<file path="src/rtl/rvga_types.sv">
// Shared register-file types and hazard FSM encoding for the rvga pipeline.
// Pure type/constant package; no timing or flow-control behaviour of its own.
package rvga_types;

    localparam int XLEN     = 32;
    localparam int NUM_REGS = 32;
    localparam int REG_W    = 5;

    typedef logic [REG_W-1:0] rvga_reg;
    typedef logic [XLEN-1:0]  rvga_word;

    typedef enum logic {
        IDLE  = 1'b0,
        STALL = 1'b1
    } rvga_hazard_state_e;

    // One-hot mask for a register index; x0 is hardwired and never tracked.
    function automatic logic [NUM_REGS-1:0] reg_onehot(input rvga_reg r);
        logic [NUM_REGS-1:0] v;
        v = '0;
        if (r != '0) begin
            v[r] = 1'b1;
        end
        return v;
    endfunction

endpackage

</file>
<file path="src/rtl/bypass_select.sv">
// Per-operand forwarding select: youngest matching stage wins, zero latency.
// Flags a hazard on load-use or an outstanding long-latency write; no internal state.
module bypass_select
    import rvga_types::*;
#(
    parameter int NUM_STAGES = 3
) (
    input  logic [NUM_STAGES-1:0] i_rd_w_v,
    input  rvga_reg [NUM_STAGES-1:0] i_rd,
    input  logic [NUM_STAGES-1:0] i_data_v,
    input  rvga_word [NUM_STAGES-1:0] i_data,
    input  rvga_reg               i_rs,
    input  logic                  i_sb_busy,
    output logic                  o_fwd_v,
    output rvga_word              o_fwd_data,
    output logic                  o_hazard
);

    logic     w_hit;
    logic     w_sel_data_v;
    rvga_word w_sel_data;

    // Walk oldest to youngest so the lowest-index match overwrites the rest.
    always_comb begin
        w_hit        = 1'b0;
        w_sel_data_v = 1'b0;
        w_sel_data   = '0;
        for (int s = NUM_STAGES - 1; s >= 0; s--) begin
            if (i_rd_w_v[s] && (i_rd[s] == i_rs) && (i_rs != '0)) begin
                w_hit        = 1'b1;
                w_sel_data_v = i_data_v[s];
                w_sel_data   = i_data[s];
            end
        end
    end

    assign o_fwd_v    = w_hit & w_sel_data_v;
    assign o_fwd_data = o_fwd_v ? w_sel_data : '0;
    // A pipeline match shadows the scoreboard: the in-flight write is newer.
    assign o_hazard   = (w_hit & ~w_sel_data_v) | (~w_hit & i_sb_busy);

endmodule

</file>
<file path="src/rtl/bypass_scoreboard.sv">
// Operand bypass network plus long-latency scoreboard; forwarding and stall are combinational.
// Stalls register fetch on load-use or outstanding writes; counts stall cycles, saturating.
module bypass_scoreboard
    import rvga_types::*;
#(
    parameter int NUM_STAGES = 3,
    parameter int NUM_SRC    = 2,
    parameter int CNT_W      = 16
) (
    input  logic                    clk,
    input  logic                    rst_n,
    input  logic [NUM_STAGES-1:0]   stage_rd_w_v,
    input  rvga_reg [NUM_STAGES-1:0]  stage_rd,
    input  logic [NUM_STAGES-1:0]   stage_data_v,
    input  rvga_word [NUM_STAGES-1:0] stage_data,
    input  logic                    rfetch_v,
    input  rvga_reg [NUM_SRC-1:0]   rfetch_rs,
    input  logic                    issue_v,
    input  rvga_reg                 issue_rd,
    input  logic                    complete_v,
    input  rvga_reg                 complete_rd,
    input  logic                    flush,
    output logic [NUM_SRC-1:0]      fwd_v,
    output rvga_word [NUM_SRC-1:0]  fwd_data,
    output logic                    stall,
    output logic [CNT_W-1:0]        stall_cnt
);

    localparam logic [CNT_W-1:0] CNT_MAX = '1;
    localparam logic [CNT_W-1:0] CNT_ONE = CNT_W'(1);

    logic [NUM_REGS-1:0] r_sb;
    logic [NUM_REGS-1:0] w_sb_next;
    logic [NUM_SRC-1:0]  w_hazard;
    logic [CNT_W-1:0]    r_stall_cnt;
    rvga_hazard_state_e  r_state;
    rvga_hazard_state_e  w_state_next;

    for (genvar g = 0; g < NUM_SRC; g++) begin : g_src
        bypass_select #(
            .NUM_STAGES (NUM_STAGES)
        ) u_select (
            .i_rd_w_v   (stage_rd_w_v),
            .i_rd       (stage_rd),
            .i_data_v   (stage_data_v),
            .i_data     (stage_data),
            .i_rs       (rfetch_rs[g]),
            .i_sb_busy  (r_sb[rfetch_rs[g]]),
            .o_fwd_v    (fwd_v[g]),
            .o_fwd_data (fwd_data[g]),
            .o_hazard   (w_hazard[g])
        );
    end

    assign stall     = rfetch_v & (|w_hazard);
    assign stall_cnt = r_stall_cnt;

    // Issue is applied after complete so a same-cycle pair leaves the bit set.
    always_comb begin
        w_sb_next = r_sb;
        if (complete_v) begin
            w_sb_next = w_sb_next & ~reg_onehot(complete_rd);
        end
        if (issue_v) begin
            w_sb_next = w_sb_next | reg_onehot(issue_rd);
        end
    end

    always_ff @(posedge clk) begin
        if (!rst_n) begin
            r_sb <= '0;
        end else if (flush) begin
            r_sb <= '0;
        end else begin
            r_sb <= w_sb_next;
        end
    end

    always_ff @(posedge clk) begin
        if (!rst_n) begin
            r_stall_cnt <= '0;
        end else if (stall && (r_stall_cnt != CNT_MAX)) begin
            r_stall_cnt <= r_stall_cnt + CNT_ONE;
        end
    end

    always_ff @(posedge clk) begin
        if (!rst_n) begin
            r_state <= IDLE;
        end else begin
            r_state <= w_state_next;
        end
    end

    always_comb begin
        w_state_next = r_state;
        case (r_state)
            IDLE: begin
                if (stall) begin
                    w_state_next = STALL;
                end
            end
            STALL: begin
                if (!stall || flush) begin
                    w_state_next = IDLE;
                end
            end
            default: w_state_next = IDLE;
        endcase
    end

endmodule

</file>
<file path="config.mk">
export PLATFORM = sky130hd
export DESIGN_NAME = bypass_scoreboard
export DESIGN_NICKNAME = d
export VERILOG_FILES = /design/src/rtl/rvga_types.sv /design/src/rtl/bypass_select.sv /design/src/rtl/bypass_scoreboard.sv
export SDC_FILE = /design/constraint.sdc
export NUM_CORES = 1
export LEC_CHECK = 0
export ABC_AREA = 1
export CAP_MARGIN = 15
export CORE_UTILIZATION = 42
export DETAILED_ROUTE_END_ITERATION = 10
export PLACE_DENSITY = 0.8
export SLEW_MARGIN = 10
export SYNTH_ARGS = -nofsm -noshare
export SYNTH_HDL_FRONTEND = slang
export SYNTH_SLANG_ARGS = --single-unit
</file>
<file path="constraint.sdc">
create_clock -name clk -period 7.8 [get_ports clk]
set_clock_uncertainty 0.2 [all_clocks]
set_input_delay 1.56 -clock clk [delete_from_list [all_inputs] [get_ports clk]]
set_output_delay 1.56 -clock clk [all_outputs]
set_load 0.02 [all_outputs]
</file>
# Yosys cells after proc, flatten, opt, wreduce, memory -nomap -nowiden
# Index checks and enable logic that the tools add are counted.
# op_classes
muxes,34
eq_ne,7
n_addsub,1
magnitude_cmp,6
n_reduce_logical,21
bitwise,17
# ops
cell,n
32-bit two-way mux,14
32-bit bitwise AND,1
32-bit inverter,1
32-bit bitwise OR,1
5-bit == test,6
"5-bit by 6-bit less-than comparator with 1-bit output, second input constant",4
5-bit nonzero test,4
"16-bit by 1-bit adder with 16-bit output, second input constant",1
1-bit two-way mux,16
"16-bit inequality test, second input constant",1
1-bit logical AND,15
1-bit binary-select mux with 5-bit select,2
1-bit demux with 5-bit select,2
"5-bit by 1-bit greater-or-equal comparator with 1-bit output, second input constant",2
1-bit bitwise AND,7
1-bit inverter,5
2-bit OR reduction,2
1-bit bitwise OR,2
# word_totals
word_cells,88
out_inout_bits,83
ff_bits,48
in_bits,143

# Longest topological paths before layout
# Gate-level depths: netlist (run 1).
# logic_depth
ltp_word,12
ltp_mapped,18
depth_no_buf,16

# Cells and area by module
# A second synthesis (run 1) with hierarchy kept.
# hier_totals
cells_unflattened,1211
area_unflattened_um2,6367.4
# by_module_without_submodules
module,area_per_inst_um2,instances,seq_area_each_um2,cells_per_inst
bypass_select,1745.4,2,0.0,368
bypass_scoreboard,2876.5,1,960.9,475

# Worst setup path before layout (run 1)
# Ideal clock, no wire load.
# synth_path
kind,input -> output
from,in rfetch_rs[9] (netlist name)
to,out fwd_data[37] (netlist name)
arrival_ns,3.287
setup_slack_ns,2.753
stages,11
required_ns,6.040
cell_sequence,clkbuf_2 xnor2_1 nand2_1 nor2_2 nand2_2 buf_6 inv_1 buf_2 buf_4 nand2_1 a311oi_1
# synth_lines
item,line_no,text
start: declaration,bypass_scoreboard.sv:17,"input rvga_reg [NUM_SRC-1:0] rfetch_rs,"
end: declaration,bypass_scoreboard.sv:24,"output rvga_word [NUM_SRC-1:0] fwd_data,"

==> out/metrics.csv, run 1 <==
stage,metric,value,unit
power_and_ir_drop,p_sw,218,uW
yosys,synth_nets,1066,
yosys,synth_ff_type,dfxtp_1,
power_and_ir_drop,p_leak,0.00285,uW
yosys,synth_edf_count,0,
layout,area_growth,45.9,%
detailed_routing,via_per_inst,5.58,
yosys,syn_avg_cell_area,5.64,um2
power_and_ir_drop,p_sw_share,31.4,%
detailed_routing,wire_per_inst,16.1,um
sta,slew_violations,0,
layout,n_fill_cell,1190,
power_and_ir_drop,power.internal,476,uW
detailed_routing,drt_wl_total,20600,um
detailed_routing,drtPass1Iterations,8,
clocking,cts_root_buffer,clkbuf_16,
detailed_routing,drc,0,
sta,finalCritPeriodShare,94.0,%
power_and_ir_drop,p_per_area,91.3,nW/um2
layout,final_net_count,1251,
detailed_routing,dr.first_iter.drc_count,659,
yosys,yosysMostFrequentCell,nand2_1,
detailed_routing,route.antenna.remaining_nets,0,
critical_path,slowest_stage,clkdlybuf4s50_1,
layout,multi_input_area,3530,um2
sta,tns,0,ns
die,start_util,43.1,%
clocking,clk_path_buf_depth,2,
yosys,synth_xor_xnor_area_share,1.85,%
critical_path,path_cells,clkdlybuf4s50_1 -> inv_2 -> nand2_1 -> nor2_2 -> nor2_1 -> nand2_2 -> inv_2 -> nand2_2 -> nand3_2 -> inv_1 -> o21ai_0 -> nor2_1 -> clkdlybuf4s50_1,
clocking,cts_hold_buf,0,
clocking,cts.htree.levels,2,
critical_path,crit_buf_inv,5,
yosys,synth.area.mux_share,0,%
sta,setup_viol,0,
die,die_w,113,um
power_and_ir_drop,p_comb_share,34.4,%
placed_design,gp_congestion,0.969,
clocking,numCtsBuffers,5,
sta,rsz0062_at_grt,false,
clocking,clock-sinks,48,
global_routing,grt_pass1_wl,32700,um
power_and_ir_drop,pwr-share-seq,36.1,%
global_routing,grt_use_total,31.3,%
critical_path,critPathArrivalTime,5.57,ns
detailed_routing,detailroute.wirelength.met2,9890,um
die,io_pins,226,
detailed_routing,via_count,7125,
sta,hold_viol_final,0,
yosys,synth-compound-area-share,22.7,%
power_and_ir_drop,power_frac_clock,29.5,%
layout,drive_above_1_share,5.15,%
power_and_ir_drop,irDropWorstVdd,0.120,mV
critical_path,crit_family,buffers and inverters,
die,fp.coreArea,12100,um2
detailed_routing,drt-met1-wl,8350,um
critical_path,required,6.04,ns
clocking,cts_tree,yes,
placed_design,dpl.hpwl,15600,um
yosys,synthTopCellsByArea,"nand2_1 (19%), dfxtp_1 (18%), nand3_1 (7.6%)",
yosys,synth_seq_cells,48,
die,die_area,12800,um2
yosys,async_flop_share,0,%
global_routing,first_global_vias,6575,
yosys,yosysUniqueCellTypes,34,
clocking,post_cts_buffers,0,
die,rows,40,
layout,seq_area,961,um2
placed_design,port_buffers,225,
status,outcome,completed,
critical_path,startpoint_type,input port,
yosys,synth_top_area_share,18.8,%
critical_path,crit_type,input port to output port,
detailed_routing,met3_length,1480,um
yosys,yosysWarnings,0,
yosys,synth_area,5200,um2
clocking,clock_latency,0.29,ns
critical_path,cp-end-kind,output port,
die,die_h,113,um
clocking,clk_pin_slew_worst_paths,0.06,ns
min_path,min_path_type,flop to flop,
critical_path,slowest_delay,0.66,ns
job,maxCapViolations,0,
yosys,synth-seq-area-share,18.5,%
yosys,synthCells,922,
global_routing,gr-total-overflow,0,
yosys,synthAdderAreaFrac,0.241,%
sta,tightest_slew,1.04,ns
detailed_routing,top_layer,met4,
clocking,post_cts_resized,0,
sta,timing.slew.headroom,30.3,%
sta,max_freq,136,MHz
yosys,synth_top_family_by_area,simple AND/OR/NAND/NOR gates,
yosys,synth_common_cells,"nand2_1 (260), inv_1 (98), nor2_1 (91)",
global_routing,grt_max_degree,47,
yosys,synth_top_area_cell,nand2_1,
sta,period_needed,7.33,ns
yosys,synth-simple-area-share,43.0,%
critical_path,cp_max_fo,36,
global_routing,antenna_found_initial,2,
sta,holdWs,0.269,ns
path summary, 6_finish.rpt:
kind,start,to,slack (ns),cells past startpoint
worst max-delay path,rfetch_rs[1],fwd_data[31],0.47,13
worst min-delay path,stall_cnt[7]$_SDFFE_PN0P_,stall_cnt[7]$_SDFFE_PN0P_,0.27,2
worst max register to register,stall_cnt[0]$_SDFFE_PN0P_,stall_cnt[15]$_SDFFE_PN0P_,5.64,11
worst min register to register,stall_cnt[7]$_SDFFE_PN0P_,stall_cnt[7]$_SDFFE_PN0P_,0.27,2
tightest hold or removal path: cells and delay by family, from the launching register on:
family,cells,cell delay [ns]
DFF,1,0.32
AOI/OAI and AO/OA,1,0.05
buffers and inverters,1,0.06
layout by cell type, fill, tap and decap left out, types with 2 or more instances in the layout:
| cell | n |
|---|---|
| dfxtp_1 | 48 |
| a21boi_0 | 2 |
| a211oi_1 | 2 |
| buf_4 | 13 |
| nand3_2 | 13 |
| nor2_2 | 4 |
| inv_2 | 9 |
| a221oi_1 | 31 |
| nand3_1 | 79 |
| clkdlybuf4s50_1 | 225 |
| nand2_2 | 7 |
| a311oi_1 | 29 |
| inv_1 | 98 |
| diode_2 | 3 |
| nor3_1 | 30 |
| nand2_1 | 260 |
| xnor2_1 | 11 |
| nand4_1 | 18 |
| o21ai_0 | 78 |
| a21oi_2 | 3 |
| clkbuf_16 | 5 |
| a21oi_1 | 40 |
| nor2_1 | 90 |
| nor4_1 | 3 |
routing by layer:
| metal | GRT usage (%) | up-vias |
|---|---|---|
| met1 | 38.7 | 3242 |
| met3 | 2.95 | 66 |
| met2 | 55.0 | 334 |
| li1 | - | 3483 |
| met5 | 0 | - |
| met4 | 14.2 | 0 |
power by group through the flow:
stage | Combinational, uW | Clock [uW] | Sequential (uW)
final | 239 | 204 | 251
after global placement | 235 | 0 | 256
after CTS | 237 | 207 | 250
after floorplan | 122 | 0 | 258
after global routing | 260 | 215 | 251
after detailed placement | 235 | 0 | 256
per-stage QoR:
step / total power (uW) / area, um2 / utilization, % / worst slack (ns) / instances
finish: 694 / 7590 / 62.9 / 0.467 / 1278
global route: 727 / 7590 / 62.9 / 0.287 / 1277
CTS: 694 / 7580 / 62.9 / 0.529 / 1275
detailed placement: 491 / 7450 / 61.8 / 0.534 / 1268
global placement: 490 / 7450 / 61.8 / 0.576 / 1268
floorplan: 380 / 5200 / - / 2.75 / 922
state kept, by name, indices dropped and copies added, names as in the netlist:
name,flops
stall_cnt,16
r_sb,32
logic make-up (layout without fill, tap and decap cells):
kind of cell	count (synthesis)	after routing
AOI/OAI and AO/OA	186	186
xor gates and xnor gates	11	11
adders and majority gates	1	1
buffers and inverters	167	352
DFF	48	48
other	0	3
and+or+nand+nor	509	509
layout make-up:
| class | count | area share [%] |
|---|---|---|
| clock buffers | 6 | 1.70 |
| multi-input cells | 707 | 46.5 |
| diodes | 3 | 0.0989 |
| inverters | 107 | 5.29 |
| repair buffers | 238 | 30.9 |
| flip-flops and latches | 48 | 12.7 |
| clock inverters | 1 | 0.0659 |
| well taps | 168 | 2.77 |
(Power assumes the default switching activity.)
==> run 2, diff against run 1 <==
--- a/config.mk
+++ b/config.mk
@@ -8,6 +8,7 @@
 export ABC_AREA = 1
 export CAP_MARGIN = 15
 export CORE_UTILIZATION = 42
+export CTS_CLUSTER_SIZE = 40
 export DETAILED_ROUTE_END_ITERATION = 10
 export PLACE_DENSITY = 0.8
 export SLEW_MARGIN = 10
==> results of run 2 <==
Final layout, timing and power as in run 1 (identical DEF).
